--- config.mk ---
export PLATFORM = sky130hd
export DESIGN_NAME = servo_cmd_scheduler
export DESIGN_NICKNAME = d
export VERILOG_FILES = /design/src/rtl/servo_pkg.sv /design/src/rtl/servo_slew.sv /design/src/rtl/servo_cmd_scheduler.sv
export SDC_FILE = /design/constraint.sdc
export NUM_CORES = 1
export LEC_CHECK = 0
export BUFFER_PORTS_ARGS = -buffer_cell sky130_fd_sc_hd__buf_4
export CAP_MARGIN = 20
export CORE_ASPECT_RATIO = 1.75
export CORE_MARGIN = 1.5
export CORE_UTILIZATION = 41
export DETAILED_ROUTE_END_ITERATION = 10
export HOLD_SLACK_MARGIN = 0.15
export PLACE_DENSITY = 0.65
export SLEW_MARGIN = 25
export SYNTH_ARGS = -nofsm -noshare
export SYNTH_HDL_FRONTEND = slang
export SYNTH_SLANG_ARGS = --single-unit
--- constraint.sdc ---
create_clock -name CLK -period 8.47 [get_ports CLK]
set_clock_uncertainty 0.05 [all_clocks]
set_input_delay 2.541 -clock CLK [delete_from_list [all_inputs] [get_ports CLK]]
set_output_delay 2.541 -clock CLK [all_outputs]
set_load 0.01 [all_outputs]
--- src/rtl/servo_pkg.sv ---
// servo_pkg: shared constants and types for the servo command scheduler.
//   Pulse-width range and center (microseconds), usable joystick raw range,
//   the fixed-point mapping scale, datapath widths, the FSM state type and
//   the latched joystick sample payload.
package servo_pkg;

  localparam int unsigned CMD_W  = 12;  // servo command width (us)
  localparam int unsigned RAW_W  = 10;  // joystick axis width
  localparam int unsigned PROD_W = 20;  // mapping product width

  localparam int unsigned MIN_US    = 650;
  localparam int unsigned MAX_US    = 2600;
  localparam int unsigned CENTER_US = 1500;
  localparam int unsigned RAW_MIN   = 228;
  localparam int unsigned RAW_MAX   = 830;

  // Q8 slope from raw counts to microseconds, truncated (829 for the defaults)
  localparam int unsigned SCALE = ((MAX_US - MIN_US) * 256) / (RAW_MAX - RAW_MIN);

  typedef enum logic [1:0] {
    ST_IDLE   = 2'd0,
    ST_MAP_X  = 2'd1,
    ST_MAP_Y  = 2'd2,
    ST_COMMIT = 2'd3
  } fsm_state_e;

  typedef struct packed {
    logic [RAW_W-1:0] x;
    logic [RAW_W-1:0] y;
  } joy_sample_t;

endpackage

--- src/rtl/servo_slew.sv ---
// servo_slew: one servo channel's rate-limited command register.
//   clk_i    : clock
//   rst_i    : synchronous active-high reset (command returns to center)
//   tick_i   : slew tick; command moves toward the target by at most STEP_US
//   target_i : requested pulse width (us)
//   cmd_o    : current pulse-width command (us), always within [MIN_US, MAX_US]
module servo_slew
  import servo_pkg::*;
#(
  parameter int unsigned STEP_US   = 20,
  parameter int unsigned MIN_US    = servo_pkg::MIN_US,
  parameter int unsigned MAX_US    = servo_pkg::MAX_US,
  parameter int unsigned CENTER_US = servo_pkg::CENTER_US
) (
  input  logic             clk_i,
  input  logic             rst_i,
  input  logic             tick_i,
  input  logic [CMD_W-1:0] target_i,
  output logic [CMD_W-1:0] cmd_o
);

  logic [CMD_W-1:0] cmd_q, cmd_d;
  logic [CMD_W-1:0] tgt;
  logic [CMD_W-1:0] diff;

  // Saturate the target so the command can never leave the legal range
  always_comb begin
    tgt   = target_i;
    if (tgt < CMD_W'(MIN_US)) tgt = CMD_W'(MIN_US);
    else if (tgt > CMD_W'(MAX_US)) tgt = CMD_W'(MAX_US);
    diff  = '0;
    cmd_d = cmd_q;
    if (tick_i) begin
      if (tgt > cmd_q) begin
        diff  = tgt - cmd_q;
        cmd_d = cmd_q + ((diff > CMD_W'(STEP_US)) ? CMD_W'(STEP_US) : diff);
      end else if (tgt < cmd_q) begin
        diff  = cmd_q - tgt;
        cmd_d = cmd_q - ((diff > CMD_W'(STEP_US)) ? CMD_W'(STEP_US) : diff);
      end
    end
  end

  always_ff @(posedge clk_i) begin
    if (rst_i) cmd_q <= CMD_W'(CENTER_US);
    else       cmd_q <= cmd_d;
  end

  assign cmd_o = cmd_q;

endmodule

--- src/rtl/servo_cmd_scheduler.sv ---
// servo_cmd_scheduler: maps joystick samples to four slew-limited servo commands.
//   CLK, RST        : clock, synchronous active-high reset
//   sample_valid    : 1-cycle strobe, x_pos/y_pos latched when accepted in IDLE
//   x_pos, y_pos    : raw joystick axes
//   center_btn      : level center request; its rising edge centers enabled targets
//   sw[3:0]         : channel enables (0,2 follow X; 1,3 follow Y)
//   servo_cmd0..3   : pulse-width commands (us)
//   cmd_update      : 1-cycle pulse on each slew tick
//   sample_drop     : combinational, high in the cycle a strobe arrives while busy
module servo_cmd_scheduler
  import servo_pkg::*;
#(
  parameter int unsigned TICK_DIV  = 12000,
  parameter int unsigned STEP_US   = 20,
  parameter int unsigned MIN_US    = servo_pkg::MIN_US,
  parameter int unsigned MAX_US    = servo_pkg::MAX_US,
  parameter int unsigned CENTER_US = servo_pkg::CENTER_US,
  parameter int unsigned RAW_MIN   = servo_pkg::RAW_MIN,
  parameter int unsigned RAW_MAX   = servo_pkg::RAW_MAX
) (
  input  logic             CLK,
  input  logic             RST,
  input  logic             sample_valid,
  input  logic [RAW_W-1:0] x_pos,
  input  logic [RAW_W-1:0] y_pos,
  input  logic             center_btn,
  input  logic [3:0]       sw,
  output logic [CMD_W-1:0] servo_cmd0,
  output logic [CMD_W-1:0] servo_cmd1,
  output logic [CMD_W-1:0] servo_cmd2,
  output logic [CMD_W-1:0] servo_cmd3,
  output logic             cmd_update,
  output logic             sample_drop
);

  localparam int unsigned N_CH      = 4;
  localparam int unsigned MAP_SCALE = ((MAX_US - MIN_US) * 256) / (RAW_MAX - RAW_MIN);
  localparam int unsigned CNT_W     = (TICK_DIV > 1) ? $clog2(TICK_DIV) : 1;

  fsm_state_e        state_q, state_d;
  joy_sample_t       sample_q, sample_d;
  logic [CMD_W-1:0]  map_x_q, map_x_d, map_y_q, map_y_d;
  logic [CMD_W-1:0]  target_q [N_CH];
  logic [CMD_W-1:0]  target_d [N_CH];
  logic [CMD_W-1:0]  cmd_w    [N_CH];
  logic              center_q, center_rise;
  logic [CNT_W-1:0]  tick_cnt_q, tick_cnt_d;
  logic              tick_wrap, cmd_update_q;

  logic [RAW_W-1:0]  map_raw;
  logic [PROD_W-1:0] map_prod;
  logic [CMD_W-1:0]  map_us;

  // Shared mapper: X is converted in MAP_X, Y in MAP_Y
  always_comb begin
    map_raw  = (state_q == ST_MAP_Y) ? sample_q.y : sample_q.x;
    map_prod = PROD_W'(map_raw - RAW_W'(RAW_MIN)) * PROD_W'(MAP_SCALE);
    if (map_raw <= RAW_W'(RAW_MIN))      map_us = CMD_W'(MIN_US);
    else if (map_raw >= RAW_W'(RAW_MAX)) map_us = CMD_W'(MAX_US);
    else                                 map_us = CMD_W'(MIN_US) + CMD_W'(map_prod >> 8);
  end

  // Sample FSM next state
  always_comb begin
    state_d  = state_q;
    sample_d = sample_q;
    map_x_d  = map_x_q;
    map_y_d  = map_y_q;
    case (state_q)
      ST_IDLE: begin
        if (sample_valid) begin
          sample_d.x = x_pos;
          sample_d.y = y_pos;
          state_d    = ST_MAP_X;
        end
      end
      ST_MAP_X: begin
        map_x_d = map_us;
        state_d = ST_MAP_Y;
      end
      ST_MAP_Y: begin
        map_y_d = map_us;
        state_d = ST_COMMIT;
      end
      default: state_d = ST_IDLE;
    endcase
  end

  assign sample_drop = sample_valid & (state_q != ST_IDLE);
  assign center_rise = center_btn & ~center_q;

  // Target load: a center edge overrides a simultaneous commit
  always_comb begin
    for (int i = 0; i < N_CH; i++) begin
      target_d[i] = target_q[i];
      if (sw[i]) begin
        if (center_rise)                target_d[i] = CMD_W'(CENTER_US);
        else if (state_q == ST_COMMIT)  target_d[i] = ((i % 2) == 0) ? map_x_q : map_y_q;
      end
    end
  end

  // Slew tick divider
  always_comb begin
    tick_wrap  = (tick_cnt_q == CNT_W'(TICK_DIV - 1));
    tick_cnt_d = tick_wrap ? '0 : tick_cnt_q + CNT_W'(1);
  end

  always_ff @(posedge CLK) begin
    if (RST) begin
      state_q      <= ST_IDLE;
      sample_q     <= '0;
      map_x_q      <= CMD_W'(CENTER_US);
      map_y_q      <= CMD_W'(CENTER_US);
      for (int i = 0; i < N_CH; i++) target_q[i] <= CMD_W'(CENTER_US);
      center_q     <= 1'b0;
      tick_cnt_q   <= '0;
      cmd_update_q <= 1'b0;
    end else begin
      state_q      <= state_d;
      sample_q     <= sample_d;
      map_x_q      <= map_x_d;
      map_y_q      <= map_y_d;
      for (int i = 0; i < N_CH; i++) target_q[i] <= target_d[i];
      center_q     <= center_btn;
      tick_cnt_q   <= tick_cnt_d;
      cmd_update_q <= tick_wrap;
    end
  end

  // Slew engines see the registered target, so a tick on a load edge uses the old one
  for (genvar g = 0; g < N_CH; g++) begin : g_slew
    servo_slew #(
      .STEP_US  (STEP_US),
      .MIN_US   (MIN_US),
      .MAX_US   (MAX_US),
      .CENTER_US(CENTER_US)
    ) u_slew (
      .clk_i   (CLK),
      .rst_i   (RST),
      .tick_i  (tick_wrap),
      .target_i(target_q[g]),
      .cmd_o   (cmd_w[g])
    );
  end

  assign servo_cmd0 = cmd_w[0];
  assign servo_cmd1 = cmd_w[1];
  assign servo_cmd2 = cmd_w[2];
  assign servo_cmd3 = cmd_w[3];
  assign cmd_update = cmd_update_q;

endmodule
==> results.yml, run 1 <==
sta:
  slew_headroom_pct: 30.0
  worst_pin_slew_ps: 1050
  fmax_ghz: 0.127
  setup_slack_ps: 625
  hold_violations: 0
  rsz0062_at_grt: "false"
  slew_violations: 0
  setup-violations-final: 0
  fin_setup_tns_ps: 0
  finalCritPeriodShare_pct: 92.6
  finalCriticalPeriod_ps: 7840
cells_and_area:
  antenna_cells: 0
  multi_input_area_um2: 12700
  layout_common_cells: "nand2_1 (288), inv_1 (253), ha_1 (214)"
  regArea_um2: 3160
  final_common_cell: "nand2_1"
  nNetsFinal: 2583
  syn_to_final_growth_pct: 9.06
  drive_above_1_share_pct: 7.44
  fill_cells: 4266
hold_path:
  hold_path.class: "flip-flop to flip-flop"
routing:
  drc: 0
  dr.first_iter.drc_count: 819
  viasPerCell: 5.57
  wl_per_cell_um: 16.7
  routed_wirelength_um: 47700
  firstDrtPassIters: 5
  drtAntennaViolNets: 0
  vias: 15888
clocking:
  cts.sinks: 158
  cts_tree: "done"
  postCtsHoldBufs: 0
  cts-resized-gates: 0
  post_cts_buffers: 0
  numCtsBuffers: 17
  h-tree-depth: 4
  cts_buffer_depth: 2
  cts_root_buf: "clkbuf_16"
  clkSlewWorstSetupHoldPaths_ps: 80
  clk_latency_ps: 460
setup_path:
  required_ps: 8770
  cp-start-kind: "flip-flop"
  arrival_ps: 8150
  crit_path_max_fanout: 11
  end_kind: "flip-flop"
  crit_type: "flip-flop to flip-flop"
synth:
  ys_warn_count: 0
  ys.flop_type: "dfxtp_1"
  synth.distinct_cells: 94
  ys_seq_area_share_pct: 18.4
  syn_area_per_cell_um2: 7.58
  synth_nets: 2571
  ys_seq_elements: 158
  synth_edf_count: 0
  synth_area_um2: 17200
  syn_inst: 2274
  synth-async-reset-ratio_pct: 0
global_route:
  grt_pass1_wl_um: 76800
  grt_max_degree: 53
  grt_pass1_vias: 15834
  gr-total-overflow: 0
  grtUsageTotal_pct: 22.2
  antenna_found_initial: 0
placement:
  dpl.hpwl_um: 38300
  gp_congestion: 0.898
  portBuffers: 77
  pre_cts_slack_ps: 695
floorplanning:
  num_rows: 99
  core_um2: 41600
  ios: 78
  initial_core_util_pct: 41.4
  die_h_um: 274
  die_area_um2: 43300
  fp.dieW_um: 158
flow_run:
  cap_violations: 0
run_status:
  status: "completed"
==> sequential cells by signal (all words and copies together) (netlist names) <==
register / cells
state_q: 2
map_x_q: 12
target_q: 48
sample_q: 20
center_q: 1
map_y_q: 12
cmd_update: 1
g_slew.u_slew.cmd_o: 48
tick_cnt_q: 14
==> area by class of cell <==
| type | count | area share, % |
|---|---|---|
| multi-input cells | 1765 | 67.8 |
| flip-flops and latches | 158 | 16.8 |
| inverters | 256 | 5.11 |
| well taps | 555 | 3.70 |
| repair buffers | 88 | 3.52 |
| clock buffers | 17 | 2.26 |
| clock inverters | 15 | 0.759 |
==> logic make-up (layout without fill, tap and decap cells) <==
logic type               Yosys count  count (layout)  synth area share (%)
flip-flops                       158             158                  18.4
multiplexers                      40              40                  2.39
AO/OA/AOI/OAI                    566             566                  21.8
AND/OR/NAND/NOR                  769             769                  21.5
buffers and inverters            351             376                  7.77
other                              1               1                0.0218
adder cells (fa/ha/maj)          269             269                  21.9
XOR/XNOR                         120             120                  6.21
==> Yosys cell counts (8+ instances only) <==
cell       number  area [µm²]
nand4_1        44         275
nor2b_1        35         219
inv_1         254         953
buf_2          11        55.1
o21a_1         17         128
a21oi_1       163         816
o211ai_1       67         503
o41ai_1         8        70.1
or2_2          16         100
and2_1         10        62.6
o31a_1          8        70.1
mux2i_1        33         330
o21bai_1       18         135
nor3_1         50         250
ha_1          214        2680
nor2_1        166         623
a21o_1         43         323
or3_1          19         119
clkbuf_1       76         285
nand3_1        34         170
a21boi_0       13        97.6
dfxtp_1       158        3160
a211oi_1       18         135
a31oi_1         8        50.1
o22ai_1         8        50.1
a211o_1         9        78.8
xnor2_1        73         639
o2111ai_1       8        70.1
o31ai_1        15         113
nor4_1         15        93.8
nand2b_1       38         238
o21ai_0        94         470
fa_1           55        1100
xor2_1         46         403
and3_1         10        62.6
nand2_1       288        1080
==> worst max-delay path: stages, from the launching register on <==
cell	delay (ps)
dfxtp_1	390
inv_1	80
ha_1	250
mux2i_1	470
ha_1	350
inv_1	80
o211ai_1	280
a21o_1	230
nand3_1	290
inv_1	530
fa_1	490
ha_1	310
inv_1	70
fa_1	430
fa_1	520
fa_1	540
inv_1	40
ha_1	380
and3_1	220
a221o_1	350
o21a_4	270
o31a_2	370
xor2_4	220
nand2_1	100
xnor2_1	140
a311oi_1	280
==> per-stage QoR <==
stage / instance area, µm² / hold slack (ps) / instances / util, %
after floorplan: 17200 / 363 / 2274 / -
after global placement: 18200 / 374 / 2822 / 43.7
after detailed placement: 18200 / 389 / 2822 / 43.8
after CTS: 18800 / 400 / 2854 / 45.1
after global routing: 18800 / 432 / 2854 / 45.1
final: 18800 / 401 / 2854 / 45.1
==> per-layer routing <==
layer  wire length [µm]  track usage, %  share of wire [%]  vias up
li1                   -               -                  -     7915
met1              18100            22.2                 38     7516
met2              25500            42.9                 54      304
met3               1080            2.26                2.3      153
met4               2950            13.7                6.2        0
met5                  0               0                  0        -
==> path summary, 6_finish.rpt <==
check	slack [ps]	depth (start not counted)	to	from
max	630	25	map_x_q[9]$_SDFFE_PP0P_	state_q[0]$_SDFFE_PP0P_
min	400	1	tick_cnt_q[0]$_SDFF_PP0_	tick_cnt_q[0]$_SDFF_PP0_
max reg2reg	630	25	map_x_q[9]$_SDFFE_PP0P_	state_q[0]$_SDFFE_PP0P_
min reg2reg	400	1	tick_cnt_q[0]$_SDFF_PP0_	tick_cnt_q[0]$_SDFF_PP0_
Power of run 1 is left out: the tool's default activity adds up to more than one toggle a clock period on the data nets, which glitch-free logic cannot reach.
==> run 2: changes to the inputs <==
CORE_MARGIN = not set   (was 1.5)
CORE_UTILIZATION = 35   (was 41)
PLACE_DENSITY = 0.58   (was 0.65)
==> run 2 against run 1 <==
  * First-iteration DRC count fell by 15%
  * Setup slack worse by 8.5 ps
  * Critical path depth up 2
  * Routed wire length is 3.4% higher
  * Maximum frequency is 0.11% lower
  * Worst hold slack worse by 11 ps
==> results.yml, run 2 (synthesis results as in run 1) <==
sta:
  setup_slack_ps: 617
  slew_violations: 0
  hold_violations: 0
  fin_setup_tns_ps: 0
  finalCritPeriodShare_pct: 92.7
  finalCriticalPeriod_ps: 7850
  setup-violations-final: 0
  rsz0062_at_grt: "false"
  slew_headroom_pct: 36.6
  worst_pin_slew_ps: 947
  fmax_ghz: 0.127
routing:
  drtAntennaViolNets: 0
  wl_per_cell_um: 16.7
  vias: 15822
  drc: 0
  dr.first_iter.drc_count: 696
  firstDrtPassIters: 5
  routed_wirelength_um: 49300
  viasPerCell: 5.35
floorplanning:
  die_h_um: 295
  fp.dieW_um: 170
  core_um2: 48600
  initial_core_util_pct: 35.4
  num_rows: 107
  ios: 78
  die_area_um2: 50100
setup_path:
  critical_path_buf_inv_count: 7
  cpPeakStageDelay_ps: 620
  crit_path_max_fanout: 7
  arrival_ps: 8200
  required_ps: 8810
  end_kind: "flip-flop"
  slowest_stage: "xnor2_1"
  crit_type: "flip-flop to flip-flop"
  cp-start-kind: "flip-flop"
  cp_common_cell: "inv_1"
  crit_family: "adder cells"
clocking:
  h-tree-depth: 4
  cts_buffer_depth: 2
  cts_root_buf: "clkbuf_16"
  numCtsBuffers: 17
  cts-resized-gates: 0
  cts_tree: "done"
  post_cts_buffers: 0
  clkSlewWorstSetupHoldPaths_ps: 70
  cts.sinks: 158
  postCtsHoldBufs: 0
  clk_latency_ps: 450
global_route:
  antenna_found_initial: 1
  gr-total-overflow: 0
  grt_pass1_wl_um: 78900
  grt_max_degree: 62
  grtUsageTotal_pct: 19.8
  grt_pass1_vias: 15870
placement:
  gp_congestion: 0.905
  portBuffers: 77
  pre_cts_slack_ps: 648
  dpl.hpwl_um: 39800
run_status:
  status: "completed"
cells_and_area:
  fill_cells: 5051
  drive_above_1_share_pct: 7.56
  syn_to_final_growth_pct: 10.1
  layout_common_cells: "nand2_1 (288), inv_1 (253), ha_1 (214)"
  final_common_cell: "nand2_1"
  nNetsFinal: 2586
  antenna_cells: 0
hold_path:
  hold_path.class: "flip-flop to flip-flop"
flow_run:
  cap_violations: 0
[run 2: changes by cell type in the layout (fill, tap and decap cells not counted), sizes merged]
cell      previous run  this run
buf                 88        91
bufinv               0         1
clkinv               2         3
clkinvlp             3         4
inv                266       263
[run 2: stage by stage]
step | std cells | utilization (%) | area, µm² | hold slack [ps]
2_1_floorplan | 2274 | - | 17200 | 363
3_3_place_gp | 2924 | 37.8 | 18400 | 372
3_5_place_dp | 2924 | 37.8 | 18400 | 382
4_1_cts | 2956 | 39.0 | 19000 | 392
5_1_grt | 2956 | 39.0 | 19000 | 432
6_report | 2956 | 39.0 | 19000 | 389
[run 2: worst paths after layout]
kind	cells after the start	from	endpoint	slack, ps
max	27	state_q[0]$_SDFFE_PP0P_	map_x_q[11]$_SDFFE_PP0P_	620
min	1	tick_cnt_q[0]$_SDFF_PP0_	tick_cnt_q[0]$_SDFF_PP0_	390
min reg2reg	1	tick_cnt_q[0]$_SDFF_PP0_	tick_cnt_q[0]$_SDFF_PP0_	390
max reg2reg	27	state_q[0]$_SDFFE_PP0P_	map_x_q[11]$_SDFFE_PP0P_	620
[run 2: metal layers]
layer	up-vias	wire length, µm	global-route usage (%)
met2	273	27300	39.5
met4	2	2310	10.5
met3	117	1230	2.53
met5	-	16	0
met1	7514	18400	19.2
li1	7916	-	-
[run 2: worst register-to-register path: stages (launching register included)]
cell and delay, ps:
dfxtp_1 380, inv_1 80, ha_1 260, mux2_2 330, inv_1 100, ha_1 270, inv_1 100, o211ai_1 120
a21o_1 250, xnor2_1 620, inv_1 210, fa_1 540, inv_1 40, ha_1 290, inv_1 80, fa_1 440
fa_1 540, inv_1 50, fa_1 470, ha_1 410, a21o_1 270, a221o_1 430, o21a_4 280, o31a_2 370
xor2_4 180, a2111oi_0 430, a211oi_1 100, nand2_1 80
[run 2: layout make-up]
class / instances / area [µm²] / area share, %
repair buffers: 91 / 683 / 3.60
inverters: 256 / 961 / 5.07
flip-flops and latches: 158 / 3160 / 16.7
clock inverters: 15 / 173 / 0.911
multi-input cells: 1765 / 12700 / 67.2
clock buffers: 17 / 425 / 2.24
well taps: 654 / 818 / 4.32
Power of run 2 is left out for the same reason.
==> run 3: changes to the inputs <==
CTS_CLUSTER_DIAMETER = 80   (was not set)
SETUP_SLACK_MARGIN = 0.05   (was not set)
SYNTH_HIERARCHICAL = 1   (was not set)
==> run 3 against run 2 <==
  * Critical path depth up 3
  * Routed wire length up 12%
  * Global-route usage increased by 0.72 points
  * Worst hold slack improved by 25 ps
  * Cell area is 6.3% higher
  * Critical path type unchanged
  * Cell count up 6.1%
  * Highest routed layer is now met4
==> results.yml, run 3 <==
clocking:
  h-tree-depth: 4
  numCtsBuffers: 17
  post_cts_buffers: 0
  clk_latency_ps: 460
  cts_root_buf: "clkbuf_16"
  cts_buffer_depth: 2
  clkSlewWorstSetupHoldPaths_ps: 80
  cts_tree: "done"
  cts.sinks: 158
hold_path:
  hold_path.class: "flip-flop to flip-flop"
synth:
  ys_seq_elements: 158
  synth.area.top_cells: "dfxtp_1 (17%), ha_1 (15%), nand2_1 (5.0%), a21oi_1 (4.9%), fa_1 (4.9%)"
  syn_area_per_cell_um2: 7.58
  netlist.area_leader.share_pct: 17.1
  syn_inst: 2441
  synth_area_um2: 18500
  yosys.cell_count.top_type: "nand2_1"
  yosys.area.top_type: "dfxtp_1"
  synth_nets: 2731
  ys_seq_area_share_pct: 17.1
  synth-async-reset-ratio_pct: 0
  ys.flop_type: "dfxtp_1"
  ys_warn_count: 6
  synth_edf_count: 0
  synth.distinct_cells: 102
  synth_common_cells: "nand2_1 (247), inv_1 (228), ha_1 (217)"
routing:
  dr.first_iter.drc_count: 917
  drtAntennaViolNets: 0
  wl_per_cell_um: 17.7
  routed_wirelength_um: 55400
  drc: 0
  viasPerCell: 5.60
  firstDrtPassIters: 5
  vias: 17554
placement:
  portBuffers: 77
  gp_congestion: 0.922
  post-place-cells: 3105
  dpl.hpwl_um: 45000
  postPlaceCellArea_um2: 19600
floorplanning:
  die_h_um: 306
  die_area_um2: 53800
  core_um2: 52200
  ios: 78
  num_rows: 111
  initial_core_util_pct: 35.4
  fp.dieW_um: 176
setup_path:
  cp_num_cells: 30
  cp-start-kind: "flip-flop"
  rr_startpoint: "state_q[0]$_SDFFE_PP0P_"
  crit_type: "flip-flop to flip-flop"
  crit_path_max_fanout: 11
  arrival_ps: 8090
  end_kind: "flip-flop"
  required_ps: 8790
  critical_path_buf_inv_count: 7
  slowest_stage: "fa_1"
  cp-endpoint: "map_y_q[9]$_SDFFE_PP0P_"
  cpPeakStageDelay_ps: 530
  worst-r2r-setup-slack_ps: 700
  crit_family: "adder cells"
  cp-startpoint: "state_q[0]$_SDFFE_PP0P_"
  worstRegToRegCells: 30
  r2r-end: "map_y_q[9]$_SDFFE_PP0P_"
cells_and_area:
  fin_util_pct: 38.6
  layout_common_cells: "nand2_1 (247), inv_1 (228), ha_1 (217)"
  antenna_cells: 0
  nNetsFinal: 2736
  finish.instance_area_um2: 20200
  syn_to_final_growth_pct: 9.02
  final_cells: 3137
  drive_above_1_share_pct: 7.89
  final_common_cell: "nand2_1"
sta:
  fmax_ghz: 0.129
  hold_violations: 0
  slew_violations: 0
  finalCriticalPeriod_ps: 7770
  slew_headroom_pct: 39.4
  fin_setup_tns_ps: 0
  setup-violations-final: 0
  finalCritPeriodShare_pct: 91.7
  rsz0062_at_grt: "false"
  worst_pin_slew_ps: 902
global_route:
  grt_pass1_vias: 17440
  antenna_found_initial: 0
  grt_max_degree: 77
  gr-total-overflow: 0
  grtUsageTotal_pct: 20.5
  grt_pass1_wl_um: 88100
flow_run:
  cap_violations: 0
run_status:
  status: "completed"
==> run 3: cell count changes in the layout (fill, tap and decap cells not counted), moves of 18 or more <==
cell,change
o211ai_1,-18
nor2_1,+23
a211o_1,+20
nand3_1,+33
inv_1,-25
nand2_1,-41
or3_1,+20
==> run 3: repair_timing <==
item                                   4_1_cts  5_1_grt
hold buffers                                 0        0
resized for setup                            0        1
setup endpoints to repair                    0        1
endpoints found under the hold margin        0        0
==> run 3: layout make-up <==
type	count	area, µm²
Clock buffer	17	425
Clock inverter	15	169
Fill cell	5496	32100
Inverter	231	867
Multi-Input combinational cell	1948	14000
Sequential cell	158	3160
Tap cell	678	848
Timing Repair Buffer	90	676
==> run 3: cells by family after synthesis <==
family | Yosys count | synth area share, %
AO/OA/AOI/OAI | 672 | 24.8
XOR/XNOR | 136 | 6.56
adder cells (fa/ha/maj) | 262 | 19.5
buffers and inverters | 335 | 7.25
flip-flops | 158 | 17.1
multiplexers | 33 | 2.12
other | 1 | 0.0203
AND/OR/NAND/NOR | 844 | 22.6
==> run 3: routing by layer <==
| metal | part of all wire [%] | vias to the layer above | GRT usage (%) |
|---|---|---|---|
| li1 | - | 8678 | - |
| met1 | 37 | 8295 | 19.8 |
| met2 | 55 | 410 | 40.4 |
| met3 | 2.6 | 171 | 1.96 |
| met4 | 6.0 | 0 | 13.1 |
| met5 | 0 | - | 0 |
==> run 3: worst reg2reg max path, delay by kind of cell (launching register included) <==
family | cells | cell delay, ps
compound gates | 6 | 1160
buf+inv | 7 | 720
mux | 2 | 730
xor+xnor | 3 | 830
fa+ha+maj | 9 | 3420
simple gates | 3 | 440
flops | 1 | 340
==> run 3: how the worst min path moves through the flow <==
stage / start / end / depth (start not counted)
after floorplan: tick_cnt_q[0]$_SDFF_PP0_ / tick_cnt_q[0]$_SDFF_PP0_ / 1
after global placement: tick_cnt_q[0]$_SDFF_PP0_ / tick_cnt_q[0]$_SDFF_PP0_ / 1
after detailed placement: sample_q[11]$_SDFFE_PP0P_ / sample_q[11]$_SDFFE_PP0P_ / 2
after CTS: sample_q[11]$_SDFFE_PP0P_ / sample_q[11]$_SDFFE_PP0P_ / 2
after global routing: sample_q[10]$_SDFFE_PP0P_ / sample_q[10]$_SDFFE_PP0P_ / 2
final: sample_q[11]$_SDFFE_PP0P_ / sample_q[11]$_SDFFE_PP0P_ / 2
==> run 3: through the flow <==
step                worst slack [ps]  hold slack, ps
floorplan                       1150             380
global placement                 762             392
detailed placement               633             403
CTS                              616             414
global route                     139             446
finish                           700             415
Power of run 3 is left out for the same reason.
